$ cat config.mk
export PLATFORM = sky130hd
export DESIGN_NAME = serial_subtractor_flat
export DESIGN_NICKNAME = d
export VERILOG_FILES = /design/src/rtl/serial_subtractor_if.sv /design/src/rtl/serial_subtractor.sv /design/src/flat_wrapper.sv
export SDC_FILE = /design/constraint.sdc
export NUM_CORES = 1
export LEC_CHECK = 0
export ABC_AREA = 1
export CORE_MARGIN = 3
export CORE_UTILIZATION = 36
export CTS_CLUSTER_DIAMETER = 30
export DETAILED_ROUTE_END_ITERATION = 8
export HOLD_SLACK_MARGIN = 0.15
export MAX_ROUTING_LAYER = met4
export PLACE_DENSITY = 0.57
export SYNTH_ARGS = -nofsm -noshare
export SYNTH_HDL_FRONTEND = slang
export SYNTH_SLANG_ARGS = --single-unit
export TNS_END_PERCENT = 20
$ cat constraint.sdc
create_clock -name clk -period 1.69 [get_ports clk]
set_clock_uncertainty 0.2 [all_clocks]
set_input_delay 0.2535 -clock clk [delete_from_list [all_inputs] [get_ports clk]]
set_output_delay 0.2535 -clock clk [all_outputs]
set_load 0.1 [all_outputs]
$ cat src/rtl/serial_subtractor_if.sv
// serial_subtractor_if: start/ready/done operand and result bundle for the serial subtractor
interface serial_subtractor_if #(parameter int WIDTH = 8);
    logic             start;
    logic [WIDTH-1:0] a;
    logic [WIDTH-1:0] b;
    logic             bin;
    logic             ready;
    logic             busy;
    logic             done;
    logic [WIDTH-1:0] diff;
    logic             bout;
    logic             ovf;

    modport master (output start, a, b, bin, input ready, busy, done, diff, bout, ovf);
    modport slave  (input start, a, b, bin, output ready, busy, done, diff, bout, ovf);
endinterface

$ cat src/rtl/serial_subtractor.sv
// serial_subtractor: bit-serial a - b - bin, LSB first, one full-subtractor cell plus borrow flop
module serial_subtractor #(
    parameter int WIDTH = 8
) (
    input logic clk,
    input logic rst,
    serial_subtractor_if.slave s
);
    localparam int CW = $clog2(WIDTH + 1);

    typedef enum logic [1:0] {IDLE, RUN, DONE} state_t;

    state_t           state, state_n;
    logic [WIDTH-1:0] sa, sb, sr, res_n, diff_q;
    logic [CW-1:0]    cnt;
    logic             br, d, br_n, last, accept, bout_q, ovf_q;

    assign accept = s.start & s.ready;
    assign d      = sa[0] ^ sb[0] ^ br;
    assign br_n   = (~sa[0] & sb[0]) | (~(sa[0] ^ sb[0]) & br);
    assign res_n  = WIDTH'({d, sr} >> 1);
    assign last   = cnt == CW'(WIDTH - 1);

    always_ff @(posedge clk)
        state <= rst ? IDLE : state_n;

    always_comb begin
        state_n = state;
        case (state)
            IDLE:    state_n = accept ? RUN : IDLE;
            RUN:     state_n = last ? DONE : RUN;
            default: state_n = accept ? RUN : IDLE;
        endcase
    end

    always_comb begin
        s.ready = state != RUN;
        s.busy  = state == RUN;
        s.done  = state == DONE;
    end

    // sa/sb MSBs have reached bit 0 on the last edge, so they give the operand signs for ovf
    always_ff @(posedge clk) begin
        if (rst) begin
            sa     <= '0;
            sb     <= '0;
            sr     <= '0;
            br     <= 1'b0;
            cnt    <= '0;
            diff_q <= '0;
            bout_q <= 1'b0;
            ovf_q  <= 1'b0;
        end else if (accept) begin
            sa  <= s.a;
            sb  <= s.b;
            sr  <= '0;
            br  <= s.bin;
            cnt <= '0;
        end else if (state == RUN) begin
            sa  <= sa >> 1;
            sb  <= sb >> 1;
            sr  <= res_n;
            br  <= br_n;
            cnt <= cnt + 1'b1;
            if (last) begin
                diff_q <= res_n;
                bout_q <= br_n;
                ovf_q  <= (sa[0] != sb[0]) & (d != sa[0]);
            end
        end
    end

    assign s.diff = diff_q;
    assign s.bout = bout_q;
    assign s.ovf  = ovf_q;
endmodule

$ cat src/flat_wrapper.sv
// flat-port wrapper written by rule: the top's interface ports become plain ports
module serial_subtractor_flat 
#(
    parameter int WIDTH = 8
)
  (clk, rst, s_start, s_a, s_b, s_bin, s_ready, s_busy, s_done, s_diff, s_bout, s_ovf);
  serial_subtractor_if #(.WIDTH(WIDTH)) s_i ();
  input logic clk;
  input logic rst;
  input wire logic [$bits(s_i.start)-1:0] s_start;
  input wire logic [$bits(s_i.a)-1:0] s_a;
  input wire logic [$bits(s_i.b)-1:0] s_b;
  input wire logic [$bits(s_i.bin)-1:0] s_bin;
  output wire logic [$bits(s_i.ready)-1:0] s_ready;
  output wire logic [$bits(s_i.busy)-1:0] s_busy;
  output wire logic [$bits(s_i.done)-1:0] s_done;
  output wire logic [$bits(s_i.diff)-1:0] s_diff;
  output wire logic [$bits(s_i.bout)-1:0] s_bout;
  output wire logic [$bits(s_i.ovf)-1:0] s_ovf;
  assign s_i.start = s_start;
  assign s_i.a = s_a;
  assign s_i.b = s_b;
  assign s_i.bin = s_bin;
  assign s_ready = s_i.ready;
  assign s_busy = s_i.busy;
  assign s_done = s_i.done;
  assign s_diff = s_i.diff;
  assign s_bout = s_i.bout;
  assign s_ovf = s_i.ovf;
  serial_subtractor #(.WIDTH(WIDTH)) u_core (.clk(clk), .rst(rst), .s(s_i));
endmodule
Word level (Yosys, flattened, before mapping)
Index checks and enable logic that the tools add are counted.

Bits in registers: 41. Input port bits: 20. Output and inout port bits: 13. Word-level logic and storage cells: 38.

Add/sub/neg operators: 1. Equal/unequal tests: 6. Multiplexer cells: 9. Bitwise logic cells: 10. Reductions and logical operators: 3.

Operators with widths (count): $mux 8 (4); $add 4x1->4 const B (1); $and 1x1->1 (4); $eq 4x3->1 const B (1); $mux 2 (2); $mux 1 (3); $not 1->1 (3); $reduce_and 3->1 (1); $eq 2x1->1 const B (1); $eq 2x2->1 const B (1); $ne 1x1->1 (2); $ne 2x1->1 const B (1); $reduce_bool 2->1 (1); $reduce_or 2->1 (1); $xor 1x1->1 (2); $or 1x1->1 (1).

Depth between registers and ports, before layout
Word-level depth: 6. Depth in mapped cells: 8. Mapped depth without buffers: 6.

Worst setup path before layout
No wires, ideal clock.

Kind: register -> output. Start point: register u_core.state[1]. End point: output s_done. Data arrival time: 1.636 ns. Data required time: 1.236 ns. Slack: -0.400 ns. Stages on the path, launching flop included: 3. Cell sequence: dfxtp_1 > inv_1 > nor2_1.

Longest elaborated chain between the ends: 1.

RTL lines: from (decl) (line serial_subtractor.sv:13) `state_t state, state_n;`; from (signal assigned) (line serial_subtractor.sv:25) `state <= rst ? IDLE : state_n;`; $eq 2x2->1 (line serial_subtractor.sv:39) `s.done = state == DONE;`; to (decl) (line flat_wrapper.sv:16) `output wire logic [$bits(s_i.done)-1:0] s_done;`.

Every way passes these cells.

Worst setup path in the final report
Start point: register u_core.state[1]. End point: output s_ready.

Longest elaborated chain between the ends: 1.

RTL lines: $ne 2x1->1 (line serial_subtractor.sv:37) `s.ready = state != RUN;`; to (decl) (line flat_wrapper.sv:14) `output wire logic [$bits(s_i.ready)-1:0] s_ready;`.

Every way passes these cells.

==> metrics.cfg <==
[clocking]
cts_max_path_buffers = 2
clk-insertion-delay-late_ns = 0.29
clock_sinks = 40
numCtsBuffers = 5
cts_root_buffer = clkbuf_8
cts_setup_buffers = 0
cts_tree = done
htreeDepth = 2
clk_pin_slew_ns = 0.08

[timing]
hold_viol_final = 0
holdWs_ns = 0.255
final.setup.tns_ns = 0
tightest_slew_ns = 0.464
rsz0062_at_grt = yes
setup-violations-final = 0
slew_headroom = 0.690
fmax_mhz = 604
post-route-min-period_ns = 1.66
final_max_slew_viol_count = 0
period_share = 0.980

[die]
die_x_um = 75.5
io_pins = 33
start_util = 0.386
dieArea_sq_um = 5690
rows = 24
die_h_um = 75.5
coreArea_sq_um = 4500

[route]
final_antenna_net_count = 0
firstDrtPassIters = 6
drc = 0
vias = 1594
drt_iter0_markers = 104
viasPerCell = 4.74
post_drt_wl_per_cell_um = 11.3
drt-total-wl_um = 3800

[logic_synthesis]
netlist_instances = 242
seq_area_frac_synth = 0.461
syn_nets = 265
synth_seq_cells = 40
yosys_warnings = 0
syn_area_per_cell_sq_um = 7.18
ys_types = 19
synth_area_sq_um = 1740

[critical_path]
endpoint_kind = output port
required_ns = 1.24
critPathLaunchType = flip-flop
critical_path.max_fanout = 8
arrival_ns = 1.20
path_class = flip-flop to output port

[place]
place.gp.congestion = 0.741
dpl.hpwl_um = 2690
io_buffers = 32

[final_layout]
nets = 306
diodes = 0
fillers = 470
area_delta_synth_final_pct = 38.9
layout-drive-gt1-share = 0.151

[pwr]
vdd_drop_max_mv = 0.521
powerDensity_nw_per_um2 = 839
p_leak_nw = 1.12

[grt]
grt_usage = 0.150
grt_pass1_vias = 1508
grt_pass1_wl_um = 6420
grt_max_degree = 27
antenna_found_initial = 0
grt_remaining_overflow = 0

[run_status]
status = finished clean

[worst_hold_path]
hp-class = flip-flop to flip-flop

[job]
drv_cap = 0

cell usage after synthesis:
cell	count	area, sq um
a21oi_2	1	8.76
nand2_2	1	6.26
fa_1	1	20.0
buf_6	2	22.5
clkinv_1	2	7.51
buf_4	2	15.0
buf_2	7	35.0
nand2_1	76	285
nor2_2	1	6.26
nand3_2	1	10.0
nand3_1	59	295
a21oi_1	10	50.1
xor2_1	2	17.5
inv_2	1	3.75
nor2_1	11	41.3
inv_1	20	75.1
clkbuf_1	3	11.3
dfxtp_1	40	801
ha_1	2	25.0
registers in the layout, indices dropped and copies added, names as in the netlist:
name	flops
u_core.state	2
u_core.s.bout	1
u_core.sb	8
u_core.sa	8
u_core.s.ovf	1
u_core.s.diff	8
u_core.br	1
u_core.cnt	4
u_core.sr	7
per-layer routing:
metal  GRT usage  vias up  part of all wire  wire, um
li1            -      846                 -         -
met1       0.191      724              0.48      1840
met2       0.235       18              0.48      1820
met3      0.0356        6             0.028       105
met4      0.0505        0            0.0095        36
met5           -        -                 0         0
stage by stage:
| stage | util | setup slack, ns | power [W] | area [sq um] | std cells |
|---|---|---|---|---|---|
| floorplan | - | 0.0666 | 0.00117 | 1740 | 242 |
| global placement | 0.509 | 0.0209 | 0.00129 | 2290 | 328 |
| detailed placement | 0.509 | -0.0214 | 0.00129 | 2290 | 328 |
| CTS | 0.534 | 0.00256 | 0.00205 | 2400 | 336 |
| global route | 0.536 | -0.0391 | 0.00211 | 2410 | 336 |
| finish | 0.536 | 0.0338 | 0.00202 | 2410 | 336 |
what timing repair did:
| item | in CTS | in global routing |
|---|---|---|
| cloned | 0 | 0 |
| setup endpoints to repair | 1 | 2 |
| hold buffers | 0 | 0 |
| resized for setup | 2 | 2 |
critical path, stage by stage, from the launching register on:
cell     delay, ns
dfxtp_1       0.38
inv_1         0.09
nand2_2       0.12
buf_6         0.15
buf_12        0.17
kinds of logic after synthesis:
group           synth area share
compound gates            0.0339
fa+ha+maj                 0.0259
xor+xnor                  0.0101
flops                      0.461
simple gates               0.371
buf+inv                   0.0980
cell usage in the layout, fill, tap and decap left out:
cell and count:
nor2_4 1, xor2_1 2, clkbuf_1 1, buf_4 14, a21oi_1 10, a21oi_2 1
nand2_2 1, clkinv_1 2, nor2_2 1, inv_1 20, clkinv_2 1, nor2_1 10
nand2_1 76, dfxtp_2 1, ha_1 2, inv_2 1, dfxtp_1 39, buf_12 13
clkdlybuf4s50_1 19, buf_6 2, bufinv_16 1, nand3_1 59, fa_1 1, clkbuf_8 5
nand3_2 1
worst paths after layout:
kind	from	end	slack, ns	cells past startpoint
worst min-delay path	u_core.sr[1]	u_core.s.diff[0]	0.25	2
worst max-delay path	u_core.state[1]	s_ready	0.03	4
worst max register to register	u_core.sa[0]	u_core.s.ovf	0.17	6
worst min register to register	u_core.sr[1]	u_core.s.diff[0]	0.25	2
layout make-up:
type | instances | area, sq um | area share
Clock buffer | 6 | 72.6 | 0.0301
Multi-Input combinational cell | 165 | 773 | 0.321
Inverter | 23 | 86.3 | 0.0358
Tap cell | 52 | 65.1 | 0.0270
Timing Repair Buffer | 48 | 578 | 0.240
Clock inverter | 2 | 35.0 | 0.0145
Sequential cell | 40 | 802 | 0.332
report_power, final:
group	switching, W	internal (W)	total (W)
combinational	0.000150	0.000128	0.000278
sequential	0.0000183	0.000972	0.000990
clock	0.000318	0.000438	0.000756
total	0.000487	0.00154	0.00202
No activity file was read; power rests on OpenSTA's default activity.
==> RTL change 1: new RTL, same flow settings <==
`WIDTH` is set to 8 in 3 places; all go to 16.
--- a/src/rtl/serial_subtractor_if.sv
+++ b/src/rtl/serial_subtractor_if.sv
@@ -1,4 +1,4 @@
 // serial_subtractor_if: start/ready/done operand and result bundle for the serial subtractor
-interface serial_subtractor_if #(parameter int WIDTH = 8);
+interface serial_subtractor_if #(parameter int WIDTH = 16);
     logic             start;
     logic [WIDTH-1:0] a;
--- a/src/rtl/serial_subtractor.sv
+++ b/src/rtl/serial_subtractor.sv
@@ -1,5 +1,5 @@
 // serial_subtractor: bit-serial a - b - bin, LSB first, one full-subtractor cell plus borrow flop
 module serial_subtractor #(
-    parameter int WIDTH = 8
+    parameter int WIDTH = 16
 ) (
     input logic clk,
--- a/src/flat_wrapper.sv
+++ b/src/flat_wrapper.sv
@@ -2,5 +2,5 @@
 module serial_subtractor_flat 
 #(
-    parameter int WIDTH = 8
+    parameter int WIDTH = 16
 )
   (clk, rst, s_start, s_a, s_b, s_bin, s_ready, s_busy, s_done, s_diff, s_bout, s_ovf);
Ports: changed (resized s_a, s_b and s_diff); port bits go from 33 to 57. The function was not compared with the original's and may differ.
==> RTL change 1 against the unedited design <==
- the run now ends with setup timing left
- sequential share of layout area increased by 0.59 points
- sequential cell count increased by 33
- routed wire length increased by 83%
- via count increased by 82%
- cell area increased by 79%
- register-to-register slack got worse by 0.07 ns
- total power increased by 76%
- area after synthesis increased by 80%
- combinational power increased by 67%
- setup slack got worse by 0.037 ns
- cell count increased by 82%
- largest power group unchanged
==> RTL change 1: results (changes against the unedited design) <==
stage,metric,value,unit,change
cells_and_area,nFillCells,790,,+68%
clocking,h-tree-depth,3,,+1
hold_path,min-delay-start,u_core.sr[1],,
hold_path,worstHoldPathType,flip-flop to flip-flop,,
setup_path,cp_top_family,flip-flops,,
yosys,synth_common_cells,"nand2_1, nand3_1, dfxtp_1",,
cells_and_area,finalNetCount,541,,+77%
global_routing,grt_max_degree,47,,+74%
routing,firstDrtPassIters,4,,-2
placement,dp_hpwl,4530,µm,+68%
status,violations,setup timing,,
cells_and_area,final_cell_count_no_fill,610,,+82%
clocking,clock_latency,0.34,ns,+0.05 ns
global_routing,grt_pass1_wl,11900,µm,+86%
yosys,syn_avg_cell_area,7.08,µm²,-1.3%
cells_and_area,drive_gt1_share,14.3,%,-0.88 points
global_routing,grt_util_all_layers,15.3,%,+0.25 points
yosys,synth.area.top_cells,"dfxtp_1, nand3_1, nand2_1, inv_1, a21oi_1",,
yosys,seq_area_frac_synth,46.8,%,+0.69 points
routing,num_vias,2899,,+82%
routing,wl_per_cell,11.4,µm,+0.96%
timing,worst_slew_pin_slew,0.259,ns,-0.205 ns
timing,setup_viol,1,,+1
clocking,numCtsBuffers,9,,+4
placement,place_inst,592,,+80%
power,p_leak,0.00198,µW,+77%
power,ir_drop,504,µV,-3.4%
global_routing,grt_pass1_vias,2639,,+75%
status,status,"finished, violations left",,
placement,port_buffers,56,,+75%
yosys,synthesis.nets,481,,+82%
routing,initialDrtViolationCount,131,,+26%
placement,gp_congestion,0.796,,+7.4%
timing,layout_setup_ws,-0.00303,ns,-0.0368 ns
setup_path,critPathLaunch,u_core.state[0],,
[RTL change 1: per-stage QoR]
stage	instance area, µm²	setup slack (ns)	power, µW	setup TNS (ns)
floorplan	3130	0.0198	2100	0
global placement	4090	-0.0340	2300	-0.532
detailed placement	4090	-0.0848	2300	-1.23
CTS	4310	-0.0277	3610	-0.0502
global route	4320	-0.0779	3730	-0.156
finish	4320	-0.00303	3560	-0.00303
[RTL change 1: final cells by class]
type	count	area [µm²]	share of cell area, %
Clock buffer	9	124	2.87
Timing Repair Buffer	79	1020	23.6
Multi-Input combinational cell	298	1370	31.8
Sequential cell	73	1460	33.8
Clock inverter	6	60.1	1.39
Tap cell	105	131	3.04
Inverter	40	150	3.47
[RTL change 1: per-layer routing]
| layer | part of all wire [%] | GRT usage, % | wire length, µm |
|---|---|---|---|
| met2 | 48 | 24.9 | 3310 |
| met3 | 4.1 | 3.37 | 284 |
| met1 | 47 | 18.4 | 3250 |
| met5 | 0 | - | 0 |
| met4 | 1.6 | 5.99 | 110 |
[RTL change 1: kinds of logic after synthesis]
kind of cell | after synthesis | synth area share (%)
buffers and inverters | 70 | 9.58
adders and majority gates | 4 | 1.84
xor gates and xnor gates | 1 | 0.280
and+or+nand+nor | 272 | 37.9
DFF | 73 | 46.8
AOI/OAI and AO/OA | 21 | 3.65
[RTL change 1: worst paths after layout]
path	cells past startpoint	slack (ns)	to
worst min-delay path	2	0.25	u_core.s.diff[0]
worst max-delay path	3	-0.003	s_busy
worst max register to register	9	0.10	u_core.s.diff[14]
worst min register to register	2	0.25	u_core.s.diff[0]
[RTL change 1: worst register-to-register path: stages (launching register included)]
cell and delay [ns]:
dfxtp_1 0.34, ha_1 0.17, inv_1 0.06, nor2_2 0.10
ha_2 0.18, nand2_2 0.09, nor2_4 0.14, buf_12 0.15
nand2_1 0.06, nand2_1 0.05
[RTL change 1: power by group]
part	total, µW	leakage, µW	switching (µW)	internal (µW)
Clock	1290	0.0000909	627	665
Combinational	465	0.00130	249	216
Sequential	1800	0.000594	30.2	1770
[RTL change 1: timing repair]
action                                  CTS  global route
pin swaps                                 2             0
buffers inserted                          3             0
endpoints found under the setup margin   20            23
gates resized for setup                   0             4
==> RTL change 2: new RTL, same flow settings <==
Without the edit above. The 3 states of `state_t` get a one-hot encoding in 3 bits.
--- a/src/rtl/serial_subtractor.sv
+++ b/src/rtl/serial_subtractor.sv
@@ -9,5 +9,5 @@
     localparam int CW = $clog2(WIDTH + 1);
 
-    typedef enum logic [1:0] {IDLE, RUN, DONE} state_t;
+    typedef enum logic [2:0] {IDLE = 3'b001, RUN = 3'b010, DONE = 3'b100} state_t;
 
     state_t           state, state_n;
Formal check against the unedited RTL: same outputs for any inputs over 10 cycles, from zero or initial values and one cycle with rst high; not proved beyond that.
==> RTL change 2 against the unedited design <==
- count of clock-buffer cells in the layout down 1
- cell area grew 6.2%
- via count is 3.7% higher
- total power is 6.5% higher
- sequential cell count rose by 1
- routed wire length rose by 0.58%
- setup slack improved by 0.035 ns
- area after synthesis increased by 7.2%
- fmax is 2.2% higher
- combinational power fell by 22%
- critical path type is now flip-flop to flip-flop
- largest cell class is now multi-input combinational cells
- largest power group unchanged
- highest routed layer unchanged
==> RTL change 2: results (changes against the unedited design) <==
stage,metric,value,unit,change
status,status,"finished, final reports clean",,
yosys,synthesis.nets,287,,+8.3%
global_routing,grt_pass1_vias,1486,,-1.5%
global_routing,grt_pass1_wl,6700,µm,+4.4%
global_routing,grt_max_degree,23,,-15%
cells_and_area,drive_gt1_share,15.5,%,+0.37 points
placement,postPlaceCellArea,0.00241,mm²,+5.2%
timing,worst_slew_pin_slew,0.460,ns,-0.00413 ns
cells_and_area,final_cell_count_no_fill,370,,+10%
setup_path,r2r_cells,8,,+2
yosys,synth_xor_area_share,0.470,%,-0.54 points
routing,initialDrtViolationCount,114,,+9.6%
cells_and_area,finalNetCount,325,,+6.2%
routing,firstDrtPassIters,4,,-2
setup_path,worst_ep_arrival_time,1.61,ns,+0.41 ns
yosys,ys_types,22,,+3
setup_path,rr_startpoint,u_core.sa[0],,
global_routing,grt_util_all_layers,14.0,%,-1.1 points
routing,viasPerCell,4.47,,-5.8%
power,p_sw_share,21.9,%,-2.1 points
yosys,seq_area_frac_synth,44.1,%,-2.0 points
routing,wl_per_cell,10.3,µm,-8.7%
yosys,synth_common_cells,"nand2_1, nand3_1, dfxtp_1",,
yosys,synthCells,264,,+9.1%
hold_path,min-delay-start,u_core.cnt[3],,
placement,pre_cts_slack,-0.0237,ns,-0.00234 ns
==> RTL change 2: final cells by class <==
cell class / count / area (µm²)
sequential: 41 / 825
clock inverter: 3 / 65.1
clock buffer: 5 / 68.8
timing repair buffer: 45 / 552
multi-input combinational: 173 / 830
fill: 478 / 2290
tap: 67 / 83.8
inverter: 36 / 138
==> RTL change 2: timing repair <==
item | CTS | global route
gates resized for setup | 5 | 2
endpoints found under the setup margin | 2 | 21
hold endpoints to repair | 0 | 0
pin swaps | 0 | 0
setup buffers | 2 | 0
==> RTL change 2: routing by layer <==
layer	wire length (µm)	track usage (%)
met1	1950	19.0
met2	1710	20.1
met3	132	2.90
met4	28	5.77
met5	0	-
==> RTL change 2: logic make-up after synthesis <==
logic type / Yosys count
simple gates: 157
buf+inv: 50
flops: 41
compound gates: 12
fa+ha+maj: 3
xor+xnor: 1
==> RTL change 2: power by group through the flow <==
stage          sequential, µW  combinational (µW)  clock [µW]
6_report                 1010                 218         927
5_1_grt                  1020                 247         995
4_1_cts                  1010                 222         961
3_5_place_dp             1030                 219           0
3_3_place_gp             1030                 217           0
2_1_floorplan            1030                 131           0
==> RTL change 2: worst max-delay path, stage by stage (launching register included) <==
cell and delay, ns:
dfxtp_1 0.34, inv_1 0.08, fa_1 0.48, inv_1 0.12
nand2_1 0.05, nand3_1 0.07, nand3_1 0.08, nand2_1 0.08
nor2_1 0.03
==> RTL change 2: worst max-delay path by stage <==
stage	start	endpoint	slack, ns
finish	u_core.sa[0]	u_core.s.ovf	0.07
global route	u_core.sa[0]	u_core.s.ovf	-0.05
CTS	u_core.state[0]	s_ready	0.03
detailed placement	s_start	u_core.sb[6]	-0.02
global placement	s_start	u_core.sa[1]	-0.01
floorplan	u_core.state[1]	s_done	0.11
